==> config.mk <==
export PLATFORM = sky130hd
export DESIGN_NAME = mux_scan_ctrl
export DESIGN_NICKNAME = d
export VERILOG_FILES = /design/src/rtl/mux_pkg.sv /design/src/rtl/mux_scan_ctrl.sv
export SDC_FILE = /design/constraint.sdc
export NUM_CORES = 1
export LEC_CHECK = 0
export CORE_AREA = 4 4 93 86
export CTS_CLUSTER_DIAMETER = 60
export CTS_CLUSTER_SIZE = 8
export DETAILED_ROUTE_END_ITERATION = 12
export DIE_AREA = 0 0 97 90
export PLACE_DENSITY = 0.61
export SETUP_SLACK_MARGIN = 0.05
export SLEW_MARGIN = 0
export SYNTH_ARGS = -nofsm -noshare
export SYNTH_HDL_FRONTEND = slang
export SYNTH_SLANG_ARGS = --single-unit
==> constraint.sdc <==
create_clock -name clk -period 1.75 [get_ports clk]
set_input_delay 0.35 -clock clk [delete_from_list [all_inputs] [get_ports clk]]
set_output_delay 0.35 -clock clk [all_outputs]
set_load 0.02 [all_outputs]
==> src/rtl/mux_pkg.sv <==
// Shared constants and state encoding for the mux channel scanner.
package mux_pkg;

    localparam int MUX_NCH    = 16;
    localparam int MUX_SEL_W  = 4;
    localparam int MUX_SETTLE = 2;

    typedef logic [1:0] state_t;

    localparam state_t ST_IDLE   = 2'd0;
    localparam state_t ST_SETTLE = 2'd1;
    localparam state_t ST_SAMPLE = 2'd2;
    localparam state_t ST_DONE   = 2'd3;

endpackage

==> src/rtl/mux_scan_ctrl.sv <==
// Walks a 16:1 mux select through every channel, waits a settle time per
// channel, samples y_in and publishes the assembled word with a done pulse.
//
// state  | meaning
// IDLE   | sel parked at 0, waiting for start
// SETTLE | select applied, counting down settle time
// SAMPLE | capture y_in into shadow bit, advance channel
// DONE   | data/done registered on entry, back to IDLE next edge
module mux_scan_ctrl
    import mux_pkg::*;
#(
    parameter int NCH    = MUX_NCH,
    parameter int SEL_W  = MUX_SEL_W,
    parameter int SETTLE = MUX_SETTLE
) (
    input  logic             clk,
    input  logic             rst_n,
    input  logic             start,
    input  logic             abort,
    input  logic             y_in,
    output logic [SEL_W-1:0] sel,
    output logic [NCH-1:0]   data,
    output logic             busy,
    output logic             done
);

    localparam logic [3:0]       SETTLE_LD = 4'(SETTLE - 1);
    localparam logic [SEL_W-1:0] CH_LAST   = SEL_W'(NCH - 1);
    localparam logic [SEL_W-1:0] CH_ONE    = SEL_W'(1);

    state_t           state;
    logic [SEL_W-1:0] ch;
    logic [3:0]       settle_cnt;
    logic [NCH-1:0]   shadow;
    logic [NCH-1:0]   shadow_nxt;

    // The final channel's sample lands in data on the same edge it is taken.
    always_comb begin
        shadow_nxt     = shadow;
        shadow_nxt[ch] = y_in;
    end

    always_ff @(posedge clk or negedge rst_n) begin
        if (!rst_n) begin
            state      <= ST_IDLE;
            ch         <= '0;
            settle_cnt <= '0;
            shadow     <= '0;
            sel        <= '0;
            data       <= '0;
            busy       <= 1'b0;
            done       <= 1'b0;
        end else begin
            case (state)
                ST_IDLE: begin
                    sel  <= '0;
                    busy <= 1'b0;
                    done <= 1'b0;
                    if (start && !abort) begin
                        state      <= ST_SETTLE;
                        ch         <= '0;
                        settle_cnt <= SETTLE_LD;
                        busy       <= 1'b1;
                    end
                end
                ST_SETTLE: begin
                    if (abort) begin
                        state <= ST_IDLE;
                        sel   <= '0;
                        busy  <= 1'b0;
                    end else if (settle_cnt == 4'd0) begin
                        state <= ST_SAMPLE;
                    end else begin
                        settle_cnt <= settle_cnt - 4'd1;
                    end
                end
                ST_SAMPLE: begin
                    if (abort) begin
                        state <= ST_IDLE;
                        sel   <= '0;
                        busy  <= 1'b0;
                    end else begin
                        shadow <= shadow_nxt;
                        if (ch == CH_LAST) begin
                            state <= ST_DONE;
                            data  <= shadow_nxt;
                            done  <= 1'b1;
                        end else begin
                            ch         <= ch + CH_ONE;
                            sel        <= ch + CH_ONE;
                            settle_cnt <= SETTLE_LD;
                            state      <= ST_SETTLE;
                        end
                    end
                end
                default: begin
                    // DONE: abort here changes nothing, data already stands.
                    state <= ST_IDLE;
                    sel   <= '0;
                    busy  <= 1'b0;
                    done  <= 1'b0;
                end
            endcase
        end
    end

endmodule

==> results.rst <==
.. list-table::
   :header-rows: 1

   * - Metric
     - Value
   * - Status
     - finished clean
   * - Number of global-route vias before repair
     - 1,828
   * - Width of the die
     - 97 um
   * - TritonCTS sink count
     - 47
   * - Sequential cell area
     - 1180 sq um
   * - Total Negative Setup Slacks
     - 0 ns
   * - IR Drop Worst-Case VDD
     - 653 uV
   * - Area of combinational cells with multiple inputs
     - 1250 sq um
   * - EDFF count, synth
     - 0
   * - Number of synthesized register bits
     - 47
   * - First DRT Iteration DRCs
     - 72
   * - Number of placement rows
     - 29
   * - Routed wire length per instance
     - 13.7 um
   * - Layout cells sized above 1
     - 23.3%
   * - Filler instances
     - 689
   * - Area growth, synth to finish
     - 27.2%
   * - Number of endpoints with negative hold slack in the final report
     - 0
   * - Type of the setup path with the least slack
     - flop to flop
   * - Main synth FF type
     - sky130_fd_sc_hd__dfrtp_1
   * - Leading cell types by count after synthesis
     - 47 x sky130_fd_sc_hd__dfrtp_1, 38 x sky130_fd_sc_hd__nand2_1, 18 x sky130_fd_sc_hd__mux2i_1
   * - Root Driver
     - sky130_fd_sc_hd__clkbuf_8
   * - Reported leakage power
     - 1.49 nW
   * - Element type at the critical path end
     - flop
   * - Antenna violations before repair
     - 0
   * - Total standard cell area after synthesis
     - 2490 sq um
   * - Post-synthesis cell type count
     - 40
   * - Post-detailed-placement half-perimeter wirelength
     - 3.69 mm
   * - Clock tree from TritonCTS
     - done
   * - Non-filler cells, final
     - 380
   * - Total congestion overflow
     - 0
   * - Cells after Synth
     - 245
   * - Slew headroom
     - 71.5%
   * - Portion of synthesized cell area occupied by the leading cell type
     - 47.2%
   * - Slew at the pin with the worst max-slew slack
     - 0.427 ns
   * - First-pass GRT wire length
     - 9.14 mm
   * - Top fanout value on the critical path
     - 4
   * - Number of nets in the finished design
     - 302
   * - Yosys warnings
     - 0
   * - Cells taking the most area after synthesis
     - sky130_fd_sc_hd__dfrtp_1 47%, sky130_fd_sc_hd__mux2i_1 7.2%, sky130_fd_sc_hd__mux2_2 7.2%, sky130_fd_sc_hd__nand2_1 5.7%, sky130_fd_sc_hd__ha_1 5.5%
   * - Worst Hold Class
     - flop to flop
   * - Largest clock skew in the final design
     - 0.00555 ns
   * - Gp weighted congestion
     - 0.766
   * - Effective utilization at floorplan
     - 35.6%
   * - Post-synthesis cell type with the largest combined area
     - sky130_fd_sc_hd__dfrtp_1
   * - Number of endpoints failing setup at the final stage
     - 0
   * - Pin count of the biggest net entering global routing
     - 32
   * - Net count after synthesis
     - 261
   * - Number of top-level pins
     - 27
   * - Final ANT Viol Nets
     - 0
   * - Number of vias per cell
     - 4.86
   * - Unrepaired setup endpoints after global routing
     - yes
   * - Gr usage total
     - 12.6%
   * - Average cell area after synthesis
     - 10.2 sq um
   * - Share of flip-flops with an asynchronous set or reset
     - 100%
   * - Clock transition time at the flip-flop clock pins of the worst setup and hold paths
     - 0.09 ns
   * - Top-count cell post-synth
     - sky130_fd_sc_hd__dfrtp_1
   * - Number of optimization iterations in the first detailed-route pass
     - 4
   * - Die Footprint
     - 8730 sq um
   * - Area of the placeable core
     - 7000 sq um
   * - CTS Buffer Depth
     - 2
   * - WL final
     - 5.22 mm
   * - Clock latency reported for the late side of the worst-skew pair
     - 0.30 ns
   * - Total instance count after detailed placement
     - 366
   * - Fmax
     - 612 MHz
   * - Number of design rule violations left after detail routing
     - 0
   * - Max-cap violation count
     - 0
   * - Sequential fraction of the synthesis area
     - 47.2%
   * - Power density over the cells
     - 1140 nW/um^2
   * - Shortest clock period the worst path allows after layout
     - 1.63 ns
   * - Die Y-Extent
     - 90 um
   * - Routed via count
     - 1,846
   * - Total CTS buffers
     - 5
   * - Critical path required time
     - 1.96 ns
   * - Antenna fix cells
     - 0
   * - Period utilization
     - 93.3%
   * - Final number of max-transition violations
     - 0
   * - H-tree Lvls
     - 2
   * - Critical Path AT
     - 1.85 ns
   * - Number of port buffers
     - 26
   * - Critical Path Source Type
     - flop
path summary, 6_finish.rpt:
| path | from | to | slack (ns) | cells after the start |
|---|---|---|---|---|
| max | state[0] | settle_cnt[2] | 0.12 | 6 |
| min | data[7] | data[7] | 0.48 | 2 |
| max reg2reg | state[0] | settle_cnt[2] | 0.12 | 6 |
| min reg2reg | data[7] | data[7] | 0.48 | 2 |
| max in group asynchronous | rst_n | sel[0] | 0.73 | 3 |
| min in group asynchronous | rst_n | data[4] | 0.51 | 2 |
layer usage:
metal | vias up | part of all wire, % | track usage, % | wire, um
li1 | 930 | - | - | -
met1 | 874 | 50 | 17.9 | 2600
met2 | 35 | 45 | 19.2 | 2340
met3 | 7 | 3.6 | 2.24 | 186
met4 | 0 | 1.7 | 4.91 | 89
met5 | - | 0 | 0 | 0
where the power goes:
part | switching (mW) | total (mW) | internal, mW | leakage [nW]
clock network | 0.372 | 0.733 | 0.361 | 0.0515
registers | 0.124 | 1.35 | 1.23 | 0.629
logic | 0.803 | 1.53 | 0.722 | 0.813
timing repair:
action | in CTS | in global routing
buffers inserted | 4 | 1
pin swaps | 4 | 2
endpoints found under the hold margin | 16 | 0
hold buffers | 1 | 0
setup endpoints to repair | 20 | 18
resized for setup | 5 | 9
flip-flops by register name (all words and copies together) (netlist names):
signal and count:
shadow 15, ch 4, sel 4, state 2, data 16, settle_cnt 4
busy 1, done 1
cells by family (layout without fill, tap and decap cells):
group	count (synthesis)	count (layout)	synth area share, %
and+or+nand+nor	80	80	15.5
DFF	47	47	47.2
AOI/OAI and AO/OA	43	43	11.5
muxes	34	34	14.5
buffers and inverters	28	70	5.12
adders and majority gates	11	11	5.52
xor gates and xnor gates	2	2	0.703
worst max-delay path, stage by stage, from the launching register on:
cell and delay [ns]:
sky130_fd_sc_hd__dfrtp_1 0.40, sky130_fd_sc_hd__buf_4 0.15, sky130_fd_sc_hd__ha_2 0.19, sky130_fd_sc_hd__o31ai_2 0.18, sky130_fd_sc_hd__nand4b_1 0.14, sky130_fd_sc_hd__or2_4 0.28, sky130_fd_sc_hd__o31ai_2 0.21
placed cells by master, fill, tap and decap left out, types with 3 or more instances in the layout:
| master | synthesis | layout |
|---|---|---|
| sky130_fd_sc_hd__o31ai_1 | 5 | 4 |
| sky130_fd_sc_hd__a22o_1 | 3 | 3 |
| sky130_fd_sc_hd__clkbuf_8 | 0 | 7 |
| sky130_fd_sc_hd__nor2_1 | 5 | 5 |
| sky130_fd_sc_hd__mux2i_1 | 18 | 18 |
| sky130_fd_sc_hd__nand4_1 | 3 | 3 |
| sky130_fd_sc_hd__a21oi_1 | 4 | 3 |
| sky130_fd_sc_hd__inv_1 | 10 | 8 |
| sky130_fd_sc_hd__clkdlybuf4s50_1 | 0 | 25 |
| sky130_fd_sc_hd__and2_1 | 4 | 4 |
| sky130_fd_sc_hd__dfrtp_1 | 47 | 47 |
| sky130_fd_sc_hd__ha_1 | 11 | 8 |
| sky130_fd_sc_hd__mux2_2 | 16 | 16 |
| sky130_fd_sc_hd__o21ai_1 | 12 | 13 |
| sky130_fd_sc_hd__nand2_1 | 38 | 38 |
| sky130_fd_sc_hd__nand2b_1 | 4 | 4 |
| sky130_fd_sc_hd__buf_12 | 0 | 3 |
| sky130_fd_sc_hd__buf_4 | 4 | 22 |
| sky130_fd_sc_hd__nand3_1 | 14 | 14 |
| sky130_fd_sc_hd__o21ai_0 | 8 | 7 |
through the flow:
step | total power [mW] | setup slack [ns] | util (%) | hold WS [ns] | cell area, sq um
6_report | 3.61 | 0.117 | 45.3 | 0.484 | 3170
5_1_grt | 3.87 | 0.0323 | 45.3 | 0.514 | 3170
4_1_cts | 3.55 | 0.0876 | 44.7 | 0.491 | 3130
3_5_place_dp | 2.70 | -0.0569 | 42.4 | 0.322 | 2970
3_3_place_gp | 2.66 | -0.0201 | 42.4 | 0.306 | 2970
2_1_floorplan | 2.24 | 0.0858 | - | 0.0544 | 2500
final cells by class:
type | count | area share (%)
Tap cell | 93 | 3.67
Inverter | 10 | 1.18
Clock buffer | 8 | 3.16
Sequential cell | 47 | 37.1
Multi-Input combinational cell | 170 | 39.4
Timing Repair Buffer | 52 | 15.5
Note: power is estimated with default switching activity, not from simulation.
